===== src/rtl/ascii_digit_encoder.sv =====
// Purpose: scans a 16x8 register file and rewrites binary digit entries in place as ASCII characters,
//          then steps the entries across cur_char for the board display.
// Latency: 3 cycles per non-digit entry and 4 per converted entry, 1 cycle in DSTART, then DWELL*DEPTH display cycles.
// Backpressure: none. A run starts on go in IDLE, and HALT waits for go to drop before re-arming.
// Optional feature: define ENC_HEX_EN to also convert values 10-15 into 'A'-'F'.
module ascii_digit_encoder #(
  parameter int DEPTH     = 16,
  parameter int MAX_COUNT = 8,
  parameter int DWELL     = 10000
) (
  input  logic       Clk,
  input  logic       Rst_n,
  input  logic       go,
  output logic [3:0] addr,
  input  logic [7:0] R_data,
  output logic [7:0] W_data,
  output logic       W_en,
  output logic [5:0] count,
  output logic [6:0] cur_char,
  output logic       done
);

  localparam int            KW        = (DWELL > 1) ? $clog2(DWELL) : 1;
  localparam logic [3:0]    LAST_IDX  = 4'(DEPTH - 1);
  localparam logic [5:0]    CNT_LIMIT = 6'(MAX_COUNT);
  localparam logic [KW-1:0] K_LAST    = KW'(DWELL - 1);

  typedef enum logic [2:0] {
    S_IDLE,
    S_FETCH,
    S_CHECK,
    S_WRITE,
    S_NEXT,
    S_DSTART,
    S_DISP,
    S_HALT
  } state_t;

  state_t        state_q, state_d;
  logic [3:0]    idx_q, idx_d;
  logic [7:0]    val_q, val_d;
  logic [7:0]    wdata_q, wdata_d;
  logic          wen_q, wen_d;
  logic [5:0]    cnt_q, cnt_d;
  logic [6:0]    char_q, char_d;
  logic          done_q, done_d;
  logic [KW-1:0] k_q, k_d;

  // Decide whether the fetched value gets converted and what it becomes.
  logic          conv;
  logic [7:0]    enc;

  // Classify the latched entry and form its ASCII replacement.
  always_comb begin
    conv = 1'b0;
    enc  = val_q;
`ifdef ENC_HEX_EN
    if (val_q <= 8'd9) begin
      conv = 1'b1;
      enc  = val_q + 8'd48;
    end else if (val_q <= 8'd15) begin
      conv = 1'b1;
      enc  = val_q + 8'd55;
    end
`else
    if (val_q <= 8'd9) begin
      conv = 1'b1;
      enc  = val_q + 8'd48;
    end
`endif
  end

  // Next-state logic. Output registers are loaded on the transition into a state,
  // so every output is a clean flop that reflects the current state.
  always_comb begin
    state_d = state_q;
    idx_d   = idx_q;
    val_d   = val_q;
    wdata_d = wdata_q;
    wen_d   = 1'b0;
    cnt_d   = cnt_q;
    char_d  = char_q;
    done_d  = done_q;
    k_d     = k_q;
    case (state_q)
      S_IDLE: begin
        idx_d  = 4'd0;
        cnt_d  = 6'd0;
        done_d = 1'b0;
        if (go) begin
          state_d = S_FETCH;
        end
      end
      S_FETCH: begin
        val_d   = R_data;
        char_d  = R_data[6:0];
        state_d = S_CHECK;
      end
      S_CHECK: begin
        if (conv) begin
          wen_d   = 1'b1;
          wdata_d = enc;
          state_d = S_WRITE;
        end else begin
          state_d = S_NEXT;
        end
      end
      S_WRITE: begin
        cnt_d   = cnt_q + 6'd1;
        state_d = S_NEXT;
      end
      S_NEXT: begin
        if (cnt_q == CNT_LIMIT || idx_q == LAST_IDX) begin
          state_d = S_DSTART;
        end else begin
          idx_d   = idx_q + 4'd1;
          state_d = S_FETCH;
        end
      end
      S_DSTART: begin
        idx_d   = 4'd0;
        k_d     = '0;
        done_d  = 1'b1;
        state_d = S_DISP;
      end
      S_DISP: begin
        done_d = 1'b1;
        char_d = R_data[6:0];
        if (k_q == K_LAST) begin
          k_d = '0;
          if (idx_q == LAST_IDX) begin
            state_d = S_HALT;
          end else begin
            idx_d = idx_q + 4'd1;
          end
        end else begin
          k_d = k_q + KW'(1);
        end
      end
      S_HALT: begin
        done_d = 1'b1;
        // Require go to fall so one long go cannot retrigger a run.
        if (!go) begin
          state_d = S_IDLE;
          idx_d   = 4'd0;
          cnt_d   = 6'd0;
          done_d  = 1'b0;
        end
      end
      default: begin
        state_d = S_IDLE;
      end
    endcase
  end

  // State and output registers. Reset clears everything at once, so W_en drops mid-write.
  always_ff @(posedge Clk or negedge Rst_n) begin
    if (!Rst_n) begin
      state_q <= S_IDLE;
      idx_q   <= 4'd0;
      val_q   <= 8'd0;
      wdata_q <= 8'd0;
      wen_q   <= 1'b0;
      cnt_q   <= 6'd0;
      char_q  <= 7'd0;
      done_q  <= 1'b0;
      k_q     <= '0;
    end else begin
      state_q <= state_d;
      idx_q   <= idx_d;
      val_q   <= val_d;
      wdata_q <= wdata_d;
      wen_q   <= wen_d;
      cnt_q   <= cnt_d;
      char_q  <= char_d;
      done_q  <= done_d;
      k_q     <= k_d;
    end
  end

  assign addr     = idx_q;
  assign W_data   = wdata_q;
  assign W_en     = wen_q;
  assign count    = cnt_q;
  assign cur_char = char_q;
  assign done     = done_q;

endmodule


===== config.mk =====
export PLATFORM = sky130hd
export DESIGN_NAME = ascii_digit_encoder
export DESIGN_NICKNAME = d
export VERILOG_FILES = /design/src/rtl/ascii_digit_encoder.sv
export SDC_FILE = /design/constraint.sdc
export NUM_CORES = 1
export LEC_CHECK = 0
export CORE_MARGIN = 5
export CORE_UTILIZATION = 58
export DETAILED_ROUTE_END_ITERATION = 8
export PLACE_DENSITY = 0.86
export SYNTH_ARGS = -nofsm -noshare
export SYNTH_HDL_FRONTEND = slang
export SYNTH_SLANG_ARGS = --single-unit

===== constraint.sdc =====
create_clock -name Clk -period 4.67 [get_ports Clk]
set_input_delay 1.1675 -clock Clk [delete_from_list [all_inputs] [get_ports Clk]]
set_output_delay 1.1675 -clock Clk [all_outputs]
set_load 0.05 [all_outputs]

After elaboration in Yosys (flattened, before gate mapping)
Cells that the tools add are included.

Flip-flop bits (word level): 52. Bits in latches: 0. RAM bits: 0. Bits in read-only memories: 0. Input port bits: 11. Output and inout bits: 27. Word-level logic and storage cells: 65. Memories kept: 0.

Add/sub/neg operators: 4. Multipliers: 0. Divide/modulo/power cells: 0. Magnitude comparators: 1. Eq/ne operators: 16. Shifts and indexed selects: 0. Mux-type cells: 22. Bitwise operators: 0. Reduce and logical (&&, ||, !) cells: 13.

Operators with widths (number): $pmux 14 s2 (1); $pmux 3 s8 (1); $mux 3 (6); $pmux 6 s3 (1); $mux 4 (4); $pmux 4 s4 (1); $add 14x1->14 const B (1); $eq 14x14->1 const B (1); $mux 14 (1); $eq 3x3->1 const B (4); $ne 2x2->1 const B (6); $add 8x6->8 const B (1); $le 8x4->1 const B (1); $mux 8 (1); $add 6x1->6 const B (1); $eq 3x2->1 const B (2); $eq 6x4->1 const B (1); $mux 6 (1); $reduce_bool 3->1 (2); $reduce_or 2->1 (3); $reduce_and 5->1 (1); $add 4x1->4 const B (1); $eq 4x4->1 const B (1); $mux 1 (4); other kinds (8) (9).

Logic depth before layout (Yosys ltp)
Gate-level depths: netlist of the first run.

Depth in word-level cells: 4. Depth in mapped cells: 8. Mapped depth without buffers: 7.

Least setup slack after synthesis of the first run
No wires, ideal clock.

Kind: register -> register. Start point: register val_q[4]. End point: register wdata_q[1], in the netlist W_data[1]. Setup time: 0.125 ns. Arrival time: 1.967 ns. Data required time: 4.545 ns. Setup slack: 2.578 ns. Stages on the path, launching flop included: 8. Buffers on the path: 1. Clock period less this slack: 2.092 ns. Cells stage by stage: dfrtp_1 > inv_1 > ha_1 > or3b_1 > or2_1 > or4_4 > buf_6 > mux2_4.

Longest elaborated chain between the ends: 3. Elaborated cells on any way between the ends: 4. Classes of those cells: order compare: 1; mux: 2; reduce/logical: 1.

RTL lines: start: declaration (line 41) `logic [7:0] val_q, val_d;`; start signal: assignment (line 171) `val_q <= val_d;`; $le 8x4->1 * (line 66) `if (val_q <= 8'd9) begin`; $mux 1 (line 66); $reduce_and 2->1 (no source line); end signal: assignment (line 172) `wdata_q <= wdata_d;`; end: declaration (line 42) `logic [7:0] wdata_q, wdata_d;`.

Mark *: on every way between the ends. The rest lies on a longest branch, timed or not. A chain may end at the register's enable or synchronous reset.

Worst setup path in the final report of the first run
Start point: register cnt_q[2], in the netlist count[2]. End point: output port count[2].

RTL lines: start: declaration (line 44) `logic [5:0] cnt_q, cnt_d;`; start signal: assignment (line 174) `cnt_q <= cnt_d;`; end: declaration (line 18) `output logic [5:0] count,`.

No word-level cell between the ends.

==> results by group, run 1 <==
Global routing
  – Largest net degree at the start of global routing: 53
  – Vias in the first global route: ~2000
  – Antenna violations before repair: 0
  – Total grt overflow: 0
  – First-pass GRT wire length: just under 10 mm
  – Overall routing resource usage: ~20%

Setup path
  – CP Capture Type: output pin
  – WP depth: 1
  – CP arrival: about 1600 ps
  – Worst path cell trace: clkdlybuf4s50_1
  – Top Family by Delay on Critical Path: buffers and inverters
  – Worst path slowest cell: clkdlybuf4s50_1
  – Crit-path max cell delay: around 840 ps
  – Critical path fanouts, max: 7
  – WP data required: between 3000 and 4000 ps
  – Critical path class: reg -> out
  – Reg2Reg Depth: 3
  – CP Buf/Inv Count: 1
  – Startpoint class of the critical path: flip-flop

Drt
  – Metal-1 WL: 2.49 mm
  – Top Layer Used: met4
  – DR vias/cell: 6.18
  – Met2 WL: 2.64 mm
  – Via count: 2131
  – Pre-antenna DRT Iters: 5
  – Routed WL: approximately 5.5 mm
  – Drt wl/cell: between 15 and 20 um
  – DRC viols: 0
  – DR WL met3: 279 um
  – Detailed Route Iter0 Violations: around 190
  – DRT antenna net count: 0

Layout
  – Share of layout cells above drive strength 1: roughly 11%
  – Area added between synthesis and finish: 18.3%
  – Final net count: 308
  – Antenna diode count: 0

Floorplan
  – IO Pins: 38
  – Starting Density: 59.6%
  – Die width: 76.9 um
  – Die Ht: roughly 77 um
  – Die ar.: 5910 sq um
  – Core area: 4350 sq um
  – # rows: 24

Synth
  – Post-synthesis register bit count: 52
  – Mapped Area: 2590 sq um
  – Leading area contributor after synthesis: dfrtp_1
  – Register area share after synthesis: between 50% and 60%
  – Top post-synthesis cells by area: dfrtp_1 50%, mux2_2 6.5%, o21ai_0 5.0%
  – Top cell type's share of synthesized area: 50.2%
  – Yosys cell types: 45
  – Top_reg_cell synth: dfrtp_1
  – Ys Warns: 0
  – Syn nets: 274
  – Post-synth EDFFs: 0
  – Ys async rst share: 100%
  – Avg Inst Size Synth: approximately 10 sq um
  – Mapped Cells: roughly 260

Timing
  – Measured slew at the worst slew-check pin: slightly above 800 ps
  – Setup TNS: 0 ps
  – RSZ-0062 raised after global routing: no
  – Pins Over Slew Limit: 0
  – Maximum clock frequency: approximately 360 MHz
  – Min Tclk post-route: 2780 ps
  – Final Hold Viols: 0
  – Clk_skew: ~16 ps
  – Final Worst Setup Slack: between 1500 and 2000 ps
  – Rel. slew slack: 44.6%
  – Tcrit/Tclk final: 59.6%
  – # setup viols final: 0

Clock tree
  – Hold-fix buffers, CTS: 0
  – Clk root buf: clkbuf_8
  – # clock sinks: 52
  – Setup Buffers After CTS: 0
  – H-tree depth: 2
  – Clk buf depth: 2
  – CTS tree: done
  – Worst skew pair latency: between 300 and 400 ps
  – CTS resizes: 0
  – CTS Buf Count: 5
  – Clk slew on worst S/H paths: 110 ps

Pwr
  – Peak supply drop: 156 uV
  – Static Leak: 1.40 nW
  – PwrDens: 249 nW/um^2

Outcome
  – Status: finished clean

Min path
  – Min-delay worst type: reg -> reg
  – Hold path depth: 1

Placement
  – Gp weighted congestion: roughly 0.93
  – Post-DP HPWL: 3.84 mm
  – IO buf count: 37
  – Post-place setup slack: 1910 ps

Run
  – Max Cap Violations: 0
==> power by group <==
| part | switching (mW) | leakage (nW) | internal (mW) |
|---|---|---|---|
| logic | 0.0247 | 0.700 | 0.0150 |
| registers | 0.00151 | 0.649 | 0.453 |
| clock network | 0.160 | 0.0487 | 0.110 |
==> cells in the mapped netlist (all sizes together), types with 3 or more instances <==
master and n:
mux2 18, nor2 15, nand2 26, a31oi 5
o21ai 33, inv 11, nor4 3, nand2b 3
buf 3, nand3 14, o41ai 3, o22ai 3
dfrtp 52, ha 5, nor3 4, clkbuf 8
a21oi 14, and3 6
==> kinds of logic (layout without fill, tap and decap cells) <==
group                    count (synthesis)  after routing  share of synthesized area (%)
AND/OR/NAND/NOR                         86             86                           16.9
AO/OA/AOI/OAI                           73             73                           17.7
flip-flops                              52             52                           50.2
buffers and inverters                   22             57                           3.81
multiplexers                            20             20                           9.02
adder cells (fa/ha/maj)                  5              5                           2.41
==> cells in the final DEF, fill, tap and decap left out, drive strengths merged, types with 2 or more instances in the layout <==
| cell type | instances |
|---|---|
| buf | 2 |
| a21o | 2 |
| and3 | 6 |
| nor2b | 2 |
| o22ai | 3 |
| clkdlybuf4s50 | 36 |
| a21oi | 14 |
| o221ai | 2 |
| ha | 5 |
| o41ai | 3 |
| or4 | 2 |
| nor4 | 3 |
| clkbuf | 5 |
| nor3 | 4 |
| clkinv | 2 |
| nand4 | 2 |
| nor2 | 15 |
| and2 | 2 |
| or2 | 2 |
| dfrtp | 52 |
| mux2 | 18 |
| mux2i | 2 |
| o31ai | 2 |
| a22o | 2 |
| inv | 12 |
| a31oi | 5 |
| o21ai | 33 |
| nand2b | 3 |
| nand2 | 26 |
| nand3 | 14 |
==> stage by stage <==
| step | instance area [sq um] | hold WS [ps] | std cells | util (%) | power, mW |
|---|---|---|---|---|---|
| 2_1_floorplan | 2590 | 436 | 258 | - | 0.478 |
| 3_3_place_gp | 2970 | 451 | 337 | 68.3 | 0.503 |
| 3_5_place_dp | 2970 | 460 | 337 | 68.3 | 0.504 |
| 4_1_cts | 3070 | 476 | 345 | 70.5 | 0.769 |
| 5_1_grt | 3070 | 507 | 345 | 70.5 | 0.795 |
| 6_report | 3070 | 472 | 345 | 70.5 | 0.764 |
==> final timing paths <==
| path | startpoint | end | slack (ps) |
|---|---|---|---|
| min in group asynchronous | Rst_n | cur_char[4] | 950 |
| worst max-delay path | count[2] | count[2] | 1890 |
| worst min register to register | val_q[4] | W_data[4] | 470 |
| worst max register to register | state_q[0] | cur_char[3] | 2330 |
| worst min-delay path | val_q[4] | W_data[4] | 470 |
| max in group asynchronous | Rst_n | count[5] | 3270 |
==> registers in the layout, indices dropped and copies added (netlist names) <==
| register | cells |
|---|---|
| W_data | 8 |
| W_en | 1 |
| addr | 4 |
| count | 6 |
| cur_char | 7 |
| done | 1 |
| k_q | 14 |
| state_q | 3 |
| val_q | 8 |
==> per-layer routing <==
layer | GRT usage (%) | up-vias
met5 | 0 | -
met4 | 5.07 | 0
met3 | 3.75 | 13
met2 | 31.7 | 87
met1 | 27.6 | 1023
li1 | - | 1008
==> area by class of cell <==
| cell class | count | area [sq um] |
|---|---|---|
| Fill cell | 309 | 1280 |
| Multi-Input combinational cell | 184 | 1190 |
| Timing Repair Buffer | 38 | 373 |
| Clock buffer | 5 | 68.8 |
| Sequential cell | 52 | 1300 |
| Inverter | 11 | 41.3 |
| Tap cell | 52 | 65.1 |
| Clock inverter | 3 | 26.3 |
Power figures use the tool's default switching activity.
==> run 2: changes to the inputs <==
- CORE_UTILIZATION: 58 -> 54
- PLACE_DENSITY: 0.86 -> 0.81
- clock period: 4.67 -> 2.9 ns (I/O delays scaled with it)
==> run 2 against run 1 <==
  * Via count fell by 3.3%
  * Register-to-register slack got worse by 1700 ps
  * Design area rose by 0.65%
  * Flip-flop and latch count did not move
  * Total power rose by 59%
  * Final cell count rose by 1.4%
  * Clock-buffer cell count did not move
  * First-iteration DRC count fell by 44%
  * Global-route usage fell by 1.4 points
  * Sequential power rose by 61%
  * Critical path type unchanged
  * Highest routed layer unchanged
==> results by group, run 2 (synthesis results as in run 1) <==
Setup path
  – Critical path fanouts, max: 7
  – WP depth: 1
  – Worst path cell trace: clkdlybuf4s50_1
  – WP data required: ~2200 ps
  – CP Buf/Inv Count: 1
  – Critical path class: reg -> out
  – Startpoint class of the critical path: flip-flop
  – Critical path destination: count[2]
  – Reg2Reg Depth: 5
  – Crit-path max cell delay: 850 ps
  – CP arrival: 1640 ps
  – Worst path slowest cell: clkdlybuf4s50_1
  – Worst r2r dst: k_q[8]
  – CP Launch Point: count[2]
  – RR Startpoint: k_q[7]
  – CP Capture Type: output pin
  – Top Family by Delay on Critical Path: buffers and inverters
  – Reg-to-reg slack, setup: 640 ps

Drt
  – Pre-antenna DRT Iters: 4
  – Drt wl/cell: 15.0 um
  – Via count: 2060
  – DR vias/cell: 5.89
  – DRC viols: 0
  – Routed WL: 5.24 mm
  – Detailed Route Iter0 Violations: slightly above 100
  – DRT antenna net count: 0

Placement
  – IO buf count: 37
  – Post-place setup slack: 600 ps
  – Post-DP HPWL: 3.88 mm
  – Gp weighted congestion: between 0.9 and 1

Clock tree
  – H-tree depth: 2
  – Worst skew pair latency: about 300 ps
  – CTS tree: done
  – CTS resizes: 0
  – Clk slew on worst S/H paths: roughly 100 ps
  – # clock sinks: 52
  – Hold-fix buffers, CTS: 0
  – Setup Buffers After CTS: 0
  – Clk root buf: clkbuf_8
  – Clk buf depth: 2
  – CTS Buf Count: 5

Timing
  – Tcrit/Tclk final: 81.4%
  – RSZ-0062 raised after global routing: no
  – # setup viols final: 0
  – Clk_skew: 6.73 ps
  – Maximum clock frequency: 423 MHz
  – Setup TNS: 0 ps
  – Min Tclk post-route: 2360 ps
  – Rel. slew slack: 50.6%
  – Final Hold Viols: 0
  – Hold slack final: 374 ps
  – Pins Over Slew Limit: 0
  – Measured slew at the worst slew-check pin: 738 ps
  – Final Worst Setup Slack: 539 ps

Layout
  – Fillers: 380
  – Share of layout cells above drive strength 1: about an eighth
  – Antenna diode count: 0
  – Area added between synthesis and finish: 19.1%
  – Top reg by flops: k_q
  – Commonest non-fill, non-tap cells in the layout: 52 x dfrtp_1, 36 x clkdlybuf4s50_1, 26 x nand2_1, 26 x o21ai_0
  – Max reg flops: 14
  – Final net count: between 300 and 400
  – Commonest non-fill, non-tap cell in the layout: dfrtp_1

Floorplan
  – Starting Density: 55.3%
  – Core area: 4690 sq um
  – Die ar.: 6290 sq um
  – IO Pins: 38
  – # rows: 25
  – Die Ht: 79.3 um
  – Die width: about 79 um

Pwr
  – Gate power share: 5.3%
  – Tot Pwr: 1.21 mW
  – PwrDens: 392 nW/um^2
  – Static Leak: 1.41 nW
  – Net Sw Frac: a little under a quarter
  – Peak supply drop: 221 uV
  – Clock power share: 34.3%
  – Internal Power: 0.926 mW
  – NetSw: 0.286 mW
  – Seq pwr share: 60.4%

Min path
  – Min-delay worst type: in -> async

Global routing
  – Largest net degree at the start of global routing: 25
  – Antenna violations before repair: 0
  – First-pass GRT wire length: 9.30 mm
  – Vias in the first global route: 2005
  – Overall routing resource usage: 18.4%
  – Total grt overflow: 0

Run
  – Max Cap Violations: 0

Outcome
  – Status: finished clean
[run 2: cell type report]
type                            instances  area [sq um]  area share, %
Clock buffer                            5          68.8           2.23
Clock inverter                          3          21.3          0.689
Inverter                               11          41.3           1.34
Multi-Input combinational cell        184          1190           38.6
Sequential cell                        52          1300           42.1
Tap cell                               54          67.6           2.19
Timing Repair Buffer                   41           395           12.8
[run 2: how the worst min path moves through the flow]
stage,to,slack (ps)
after floorplan,W_data[0],430
after global placement,W_data[4],450
after detailed placement,W_data[4],480
after CTS,cur_char[4],390
after global routing,cur_char[4],420
final,W_data[7],370
[run 2: stage by stage]
stage	util, %	instance area, sq um	cells
finish	65.8	3090	350
CTS	65.8	3090	350
global route	65.8	3090	350
global placement	63.9	3000	342
detailed placement	63.9	3000	342
floorplan	-	2590	258
[run 2: power groups by stage]
stage                     Combinational (mW)  Sequential (mW)  Clock (mW)
final                                 0.0648            0.732       0.415
after global routing                  0.0708            0.733       0.459
after CTS                             0.0667            0.732       0.425
after detailed placement              0.0666            0.746           0
after global placement                0.0658            0.746           0
after floorplan                      0.00575            0.764           0
[run 2: layer usage]
metal  vias to the layer above  track usage (%)  wire length [um]
met5                         -                0                 0
met4                         0             5.50                83
met3                        10             3.29               186
met2                        47             29.9              2510
met1                       994             25.3              2460
li1                       1009                -                 -
